===== src/rtl/execute.sv =====
`default_nettype none
// ============================================================================
// Module   : execute
// Purpose  : RV32IM execute stage - ALU, branch resolve, 1-cycle multiplier,
//            radix-2 restoring divider, registered EX/MEM outputs.
// Options  : EXE_DIV_EARLY_OUT_EN - early completion for trivial divides.
// Revision : 1.0 - initial release
// ============================================================================
module execute (
    input  logic        clk_i,
    input  logic        rst_i,
    input  logic [31:0] pc_i,
    input  logic [31:0] imm_i,
    input  logic [31:0] rs1_i,
    input  logic [31:0] rs2_i,
    input  logic [4:0]  rd_addr_i,
    input  logic        rd_we_i,
    input  logic [2:0]  opfunc3_i,
    input  logic [2:0]  optype_i,
    input  logic        shiftsel_i,
    input  logic        addsubsel_i,
    input  logic        typesel_i,
    input  logic        mem_re_i,
    input  logic        mem_we_i,
    input  logic        flush_i,
    input  logic        stall_i,
    output logic [31:0] alu_result_o,
    output logic [31:0] store_data_o,
    output logic [4:0]  rd_addr_o,
    output logic        rd_we_o,
    output logic        mem_re_o,
    output logic        mem_we_o,
    output logic [2:0]  opfunc3_o,
    output logic        branch_taken_o,
    output logic [31:0] branch_target_o,
    output logic        div_busy_o
);

    localparam logic [2:0] c_OT_R = 3'b000;
    localparam logic [2:0] c_OT_I = 3'b001;
    localparam logic [2:0] c_OT_B = 3'b010;
    localparam logic [2:0] c_OT_S = 3'b011;
    localparam logic [2:0] c_OT_U = 3'b100;
    localparam logic [2:0] c_OT_M = 3'b101;
    localparam logic [2:0] c_OT_J = 3'b110;

    typedef enum logic [1:0] {
        S_IDLE = 2'd0,
        S_DIV  = 2'd1,
        S_DONE = 2'd2
    } div_state_t;

    div_state_t  r_state, w_state_nxt;
    logic [4:0]  r_count, w_count_nxt;

    logic [31:0] w_op2, w_alu, w_sra, w_addr, w_pc_imm, w_jalr_tgt, w_result;
    logic        w_br_cond;
    logic [32:0] w_mul_a, w_mul_b;
    logic [63:0] w_prod;
    logic [31:0] w_mul_result;

    logic        w_div_signed, w_a_neg, w_b_neg, w_div_zero, w_start, w_div_step;
    logic [31:0] w_a_mag, w_b_mag;
    logic [31:0] r_quot, r_rem, r_dvsr;
    logic        r_neg_q, r_neg_r, r_div0, r_sel_rem;
    logic [32:0] w_shift;
    logic        w_ge;
    logic [31:0] w_diff, w_q_fix, w_r_fix, w_div_result;
`ifdef EXE_DIV_EARLY_OUT_EN
    logic        w_early;
`endif

    // ---------------- integer ALU ----------------
    assign w_op2      = (optype_i == c_OT_R) ? rs2_i : imm_i;
    assign w_sra      = $signed(rs1_i) >>> w_op2[4:0];
    assign w_addr     = rs1_i + imm_i;
    assign w_pc_imm   = pc_i + imm_i;
    assign w_jalr_tgt = (rs1_i + imm_i) & ~32'd1;

    always_comb begin
        w_alu = '0;
        case (opfunc3_i)
            3'b000:  w_alu = addsubsel_i ? (rs1_i - w_op2) : (rs1_i + w_op2);
            3'b001:  w_alu = rs1_i << w_op2[4:0];
            3'b010:  w_alu = {31'd0, $signed(rs1_i) < $signed(w_op2)};
            3'b011:  w_alu = {31'd0, rs1_i < w_op2};
            3'b100:  w_alu = rs1_i ^ w_op2;
            3'b101:  w_alu = shiftsel_i ? w_sra : (rs1_i >> w_op2[4:0]);
            3'b110:  w_alu = rs1_i | w_op2;
            default: w_alu = rs1_i & w_op2;
        endcase
    end

    // ---------------- multiplier: 33x33 signed, low 64 bits kept ----------------
    assign w_mul_a      = {(opfunc3_i[1:0] != 2'b11) & rs1_i[31], rs1_i};
    assign w_mul_b      = {~opfunc3_i[1] & rs2_i[31], rs2_i};
    assign w_prod       = {{31{w_mul_a[32]}}, w_mul_a} * {{31{w_mul_b[32]}}, w_mul_b};
    assign w_mul_result = (opfunc3_i[1:0] == 2'b00) ? w_prod[31:0] : w_prod[63:32];

    // ---------------- branch resolve ----------------
    always_comb begin
        w_br_cond = 1'b0;
        case (opfunc3_i)
            3'b000:  w_br_cond = (rs1_i == rs2_i);
            3'b001:  w_br_cond = (rs1_i != rs2_i);
            3'b100:  w_br_cond = ($signed(rs1_i) <  $signed(rs2_i));
            3'b101:  w_br_cond = ($signed(rs1_i) >= $signed(rs2_i));
            3'b110:  w_br_cond = (rs1_i <  rs2_i);
            3'b111:  w_br_cond = (rs1_i >= rs2_i);
            default: w_br_cond = 1'b0;
        endcase
    end

    assign branch_taken_o  = ((optype_i == c_OT_B && w_br_cond) || optype_i == c_OT_J)
                             && !stall_i && !div_busy_o && !rst_i;
    assign branch_target_o = (optype_i == c_OT_J && !typesel_i) ? w_jalr_tgt : w_pc_imm;

    // ---------------- divider control ----------------
    assign w_div_signed = ~opfunc3_i[0];
    assign w_a_neg      = w_div_signed & rs1_i[31];
    assign w_b_neg      = w_div_signed & rs2_i[31];
    assign w_a_mag      = w_a_neg ? (32'd0 - rs1_i) : rs1_i;
    assign w_b_mag      = w_b_neg ? (32'd0 - rs2_i) : rs2_i;
    assign w_div_zero   = (rs2_i == 32'd0);
    assign w_start      = (r_state == S_IDLE) && (optype_i == c_OT_M) && opfunc3_i[2]
                          && !stall_i && !flush_i;
    assign w_div_step   = (r_state == S_DIV) && !stall_i && !flush_i;
    assign div_busy_o   = w_start || (r_state == S_DIV);
`ifdef EXE_DIV_EARLY_OUT_EN
    assign w_early      = w_div_zero || (w_a_mag < w_b_mag);
`endif

    always_ff @(posedge clk_i) begin
        if (rst_i) begin
            r_state <= S_IDLE;
            r_count <= '0;
        end else begin
            r_state <= w_state_nxt;
            r_count <= w_count_nxt;
        end
    end

    always_comb begin
        w_state_nxt = r_state;
        w_count_nxt = r_count;
        if (flush_i) begin
            w_state_nxt = S_IDLE;
            w_count_nxt = '0;
        end else if (!stall_i) begin
            case (r_state)
                S_IDLE: begin
                    if (w_start) begin
`ifdef EXE_DIV_EARLY_OUT_EN
                        if (w_early) begin
                            w_state_nxt = S_DONE;
                        end else begin
                            w_state_nxt = S_DIV;
                            w_count_nxt = 5'd31;
                        end
`else
                        w_state_nxt = S_DIV;
                        w_count_nxt = 5'd31;
`endif
                    end
                end
                S_DIV: begin
                    if (r_count == 5'd0) w_state_nxt = S_DONE;
                    else                 w_count_nxt = r_count - 5'd1;
                end
                S_DONE:  w_state_nxt = S_IDLE;
                default: w_state_nxt = S_IDLE;
            endcase
        end
    end

    // ---------------- divider datapath (magnitudes, sign fixed on output) ----------------
    assign w_shift = {r_rem, r_quot[31]};
    assign w_ge    = (w_shift >= {1'b0, r_dvsr});
    assign w_diff  = w_shift[31:0] - r_dvsr;

    always_ff @(posedge clk_i) begin
        if (rst_i) begin
            r_quot    <= '0;
            r_rem     <= '0;
            r_dvsr    <= '0;
            r_neg_q   <= 1'b0;
            r_neg_r   <= 1'b0;
            r_div0    <= 1'b0;
            r_sel_rem <= 1'b0;
        end else if (w_start) begin
            r_dvsr    <= w_b_mag;
            r_neg_q   <= w_a_neg ^ w_b_neg;
            r_neg_r   <= w_a_neg;
            r_div0    <= w_div_zero;
            r_sel_rem <= opfunc3_i[1];
`ifdef EXE_DIV_EARLY_OUT_EN
            // Early exit: quotient is zero and the dividend is the remainder.
            r_quot    <= w_early ? 32'd0 : w_a_mag;
            r_rem     <= w_early ? w_a_mag : 32'd0;
`else
            r_quot    <= w_a_mag;
            r_rem     <= '0;
`endif
        end else if (w_div_step) begin
            r_rem  <= w_ge ? w_diff : w_shift[31:0];
            r_quot <= {r_quot[30:0], w_ge};
        end
    end

    // A zero divisor leaves rem = |dividend|; only the quotient needs overriding.
    assign w_q_fix      = r_div0 ? 32'hFFFF_FFFF : (r_neg_q ? (32'd0 - r_quot) : r_quot);
    assign w_r_fix      = r_neg_r ? (32'd0 - r_rem) : r_rem;
    assign w_div_result = r_sel_rem ? w_r_fix : w_q_fix;

    // ---------------- result select ----------------
    always_comb begin
        w_result = '0;
        case (optype_i)
            c_OT_R, c_OT_I: w_result = w_alu;
            c_OT_B:         w_result = '0;
            c_OT_S:         w_result = w_addr;
            c_OT_U:         w_result = typesel_i ? imm_i : w_pc_imm;
            c_OT_M:         w_result = opfunc3_i[2] ? w_div_result : w_mul_result;
            c_OT_J:         w_result = pc_i + 32'd4;
            default:        w_result = mem_re_i ? w_addr : 32'd0;
        endcase
        if (r_state == S_DONE) w_result = w_div_result;
    end

    // ---------------- EX/MEM register ----------------
    always_ff @(posedge clk_i) begin
        if (rst_i || flush_i) begin
            alu_result_o <= '0;
            store_data_o <= '0;
            rd_addr_o    <= '0;
            rd_we_o      <= 1'b0;
            mem_re_o     <= 1'b0;
            mem_we_o     <= 1'b0;
            opfunc3_o    <= '0;
        end else if (!stall_i && !div_busy_o) begin
            alu_result_o <= w_result;
            store_data_o <= rs2_i;
            rd_addr_o    <= rd_addr_i;
            rd_we_o      <= (optype_i == c_OT_B) ? 1'b0 : rd_we_i;
            mem_re_o     <= mem_re_i;
            mem_we_o     <= mem_we_i;
            opfunc3_o    <= opfunc3_i;
        end
    end

endmodule
`default_nettype wire


===== config.mk =====
export PLATFORM = sky130hd
export DESIGN_NAME = execute
export DESIGN_NICKNAME = d
export VERILOG_FILES = /design/src/rtl/execute.sv
export SDC_FILE = /design/constraint.sdc
export NUM_CORES = 2
export LEC_CHECK = 0
export ABC_AREA = 1
export CAP_MARGIN = 20
export CORE_UTILIZATION = 40
export CTS_CLUSTER_DIAMETER = 50
export DETAILED_ROUTE_END_ITERATION = 6
export DONT_BUFFER_PORTS = 1
export HOLD_SLACK_MARGIN = 0.1
export PLACE_DENSITY = 0.63
export RECOVER_POWER = 25
export SYNTH_ARGS = -nofsm -noshare
export SYNTH_HDL_FRONTEND = slang
export SYNTH_SLANG_ARGS = --single-unit

===== constraint.sdc =====
create_clock -name clk_i -period 8.8 [get_ports clk_i]
set_input_delay 1.32 -clock clk_i [delete_from_list [all_inputs] [get_ports clk_i]]
set_output_delay 1.32 -clock clk_i [all_outputs]
set_load 0.005 [all_outputs]

==> impl_summary.md <==
Timing
The setup-violating endpoint count in the final report is 0. Measured against its own limit, the worst slew margin works out to 18.4%. The final count of hold timing violations is 0.

The maximum frequency from static timing analysis is 118 MHz. At the pin with the least slew margin, the transition time is 1.21 ns. The worst path uses 96.3% of the clock period. For the final database, setup skew stands at 0.0216 ns. The max-slew violation count came to 0. The routed design could run at a clock period as short as 8.48 ns.

Worst setup path
The cell type of the slowest stage on the worst timing path is fa_1. The critical path launch point type is a primary input. The launching point of the worst reg2reg path is r_quot[31].

STA puts the critical path data required time at 9.19 ns. The critical path starts at rs1_i[31]. In this run the worst path has a maximum fanout of 44. The category of the worst setup path capture point is a flip-flop. The library cell appearing most often on the critical path is nand2_1.

The worst endpoint data arrival time is 8.87 ns. The critical path is of the primary input to flip-flop type. The delay of the slowest cell on the worst path is 0.58 ns.

Synth
The synthesized design contains 182 register bits. The commonest cells after synthesis are nand2_1 (3,171), inv_1 (2,353), fa_1 (1,130), nand3_1 (745), nor2_1 (659). The library cell occupying the most area in the post-synthesis netlist is fa_1.

The synthesized design devotes to its leading area cell type 31.7% of total area. The number of different library cells used by synthesis comes to 56. During synthesis, Yosys emitted a total of 0 warnings. After synthesis, the cell types taking the most area are fa_1 (32%), nand2_1 (17%), inv_1 (12%). The number of synthesized flops with an enable pin is 0. The most frequently used cell type in the post-synthesis netlist is nand2_1. The average cell area after synthesis is 6.51 um^2. In the synthesized netlist the async set-or-reset flop fraction comes to 0%. Summing the sequential cell areas from Yosys gives 5.10% of the chip area. The most frequently used flop master after synthesis is dfxtp_1.

The post-synth net total is 12,700. The instance count of the mapped netlist is 11,000. The synthesized netlist occupies a cell area of 0.0714 mm^2.

Die
The initial utilization of the core area, before any placement, comes to 40.4%. The die outline area is 0.180 mm^2. The core region is 0.177 mm^2. The top-level I/O count is 258. The floorplan has 154 rows. The die is 425 um wide. The y dimension of the die is 425 um.

Routing
Using the TritonRoute via totals, the vias-per-cell ratio works out to 5.65. The total routed wirelength is 372,000 um. The number of design-rule violations left by the first detailed-router iteration is 9,861. After detailed routing, the number of remaining DRC violations is 0. The routed via count is 74,700.

The number of routed nets with antenna violations is 0. Before antenna repair, the detailed router went through 7 iterations. In the final routed layout, each cell accounts on average for 28.2 um.

Clocking
The number of buffers on the longest clock path is 2. The number of clock sinks seen by CTS is 182. TritonCTS built the clock tree. The tree is rooted in a clkbuf_16. The total CTS buffers is 17.

The clock latency reported for the late side of the worst-skew pair is 0.55 ns. CTS built an H-tree with a depth of 4. The clock transition at the registers of the reported paths is 0.08 ns.

Global route
Summed over all layers, the global routing overflow is 0. The initial antenna violation count is 27. Entering global routing, the biggest net connects 79 pins.

Across every metal layer, demand over resource in global routing totals 40.9%. The first global-routing pass estimated 530,000 um of wire. The via count of the first global-routing pass is 73,400.

Min path
The worst hold-check path type is flip-flop to flip-flop. The origin of the worst min-delay path is r_quot[6].

Placed design
During placement, the flow inserted port buffers numbering 0. At the end of routability-driven placement, the weighted congestion stood at 1.08. After detailed placement, the total cell area comes to 0.0751 mm^2.

Detailed placement ended at an HPWL of 291,000 um.

Flow run
The max capacitance violation total is 0.

Final layout
The layout overhead on the synthesized area is 6.25%. The finished cells cover 0.0759 mm^2. Fill cells in the final layout number 18,800. The final net count is 12,600. The share of cells above drive strength 1 is 4.67%.

Run status
The flow ran to the end, and the final reports show no timing, DRC or antenna violations.
==> area by class of cell <==
class | count | area [um^2] | share of cell area (%)
sequential | 182 | 3640 | 4.80
tap | 2340 | 2930 | 3.86
antenna | 19 | 47.5 | 0.0626
multi-input combinational | 7917 | 57100 | 75.2
clock buffer | 19 | 443 | 0.584
clock inverter | 13 | 155 | 0.204
inverter | 2376 | 8930 | 11.8
timing repair buffer | 345 | 2700 | 3.56
==> cell usage in the layout, fill, tap and decap left out, types with 27 or more instances in the layout <==
master	synthesis	final
or2_2	36	35
fa_1	1130	1127
dfxtp_1	182	182
nand4_1	90	90
o21bai_1	42	42
nand2_1	3171	3165
o211ai_1	35	35
o21ai_0	380	378
xor2_1	86	86
nor2_1	659	642
inv_1	2353	2346
a21oi_1	639	638
a31oi_1	35	35
nand3_1	745	745
buf_4	10	335
ha_1	475	468
nor3_1	112	107
nand3b_1	27	27
xnor2_1	45	45
==> path summary, 6_finish.rpt <==
check / endpoint / slack, ns / cells after the start
worst max-delay path: alu_result_o[14] / 0.32 / 34
worst min-delay path: r_quot[6] / 0.47 / 2
worst max register to register: r_rem[14] / 5.07 / 17
worst min register to register: r_quot[6] / 0.47 / 2
==> timing repair <==
item                                    in CTS  in global routing
endpoints found under the setup margin       0                 19
hold buffers                                 0                  0
resized for setup                            0                 38
setup buffers                                0                  1
==> logic make-up (layout without fill, tap and decap cells) <==
group	after synthesis	count (layout)	share of synthesized area [%]
AOI/OAI and AO/OA	1276	1276	9.78
xor gates and xnor gates	131	131	1.61
adders and majority gates	1605	1605	40.0
buffers and inverters	2875	2753	15.3
DFF	182	182	5.10
other	0	19	0
and+or+nand+nor	4905	4905	28.2
==> through the flow <==
stage	util [%]	hold WS, ns	setup WS [ns]	TNS (ns)	std cells
after floorplan	-	0.424	0.00159	0	11000
after detailed placement	42.5	0.455	-0.292	-3.09	13200
after global routing	42.9	0.504	-0.00174	-0.00174	13200
final	43.0	0.467	0.323	0	13200
after global placement	42.5	0.446	-0.268	-2.74	13200
after CTS	42.8	0.465	0.231	0	13200
==> state kept, by name, indices dropped and copies added (netlist names), 2 cells and up <==
signal        count
r_state           2
r_quot           32
rd_addr_o         5
store_data_o     32
opfunc3_o         3
alu_result_o     32
r_dvsr           32
r_count           5
r_rem            32
==> critical path, delay by kind of cell <==
kind	cells	cell delay [ns]
AND/OR/NAND/NOR	14	1.59
AO/OA/AOI/OAI	3	0.60
adder cells (fa/ha/maj)	9	4.57
buffers and inverters	8	0.64
==> layer usage <==
layer | vias to the layer above | global-route usage (%) | wire (um)
met5 | - | 0 | 245
met4 | 14 | 16.1 | 17200
met3 | 684 | 9.69 | 40300
met2 | 4201 | 59.3 | 154000
met1 | 36800 | 58.2 | 161000
li1 | 33000 | - | -
Power is not shown: default switching activity piles up to over one toggle a cycle in this logic, so the estimate is an artifact.
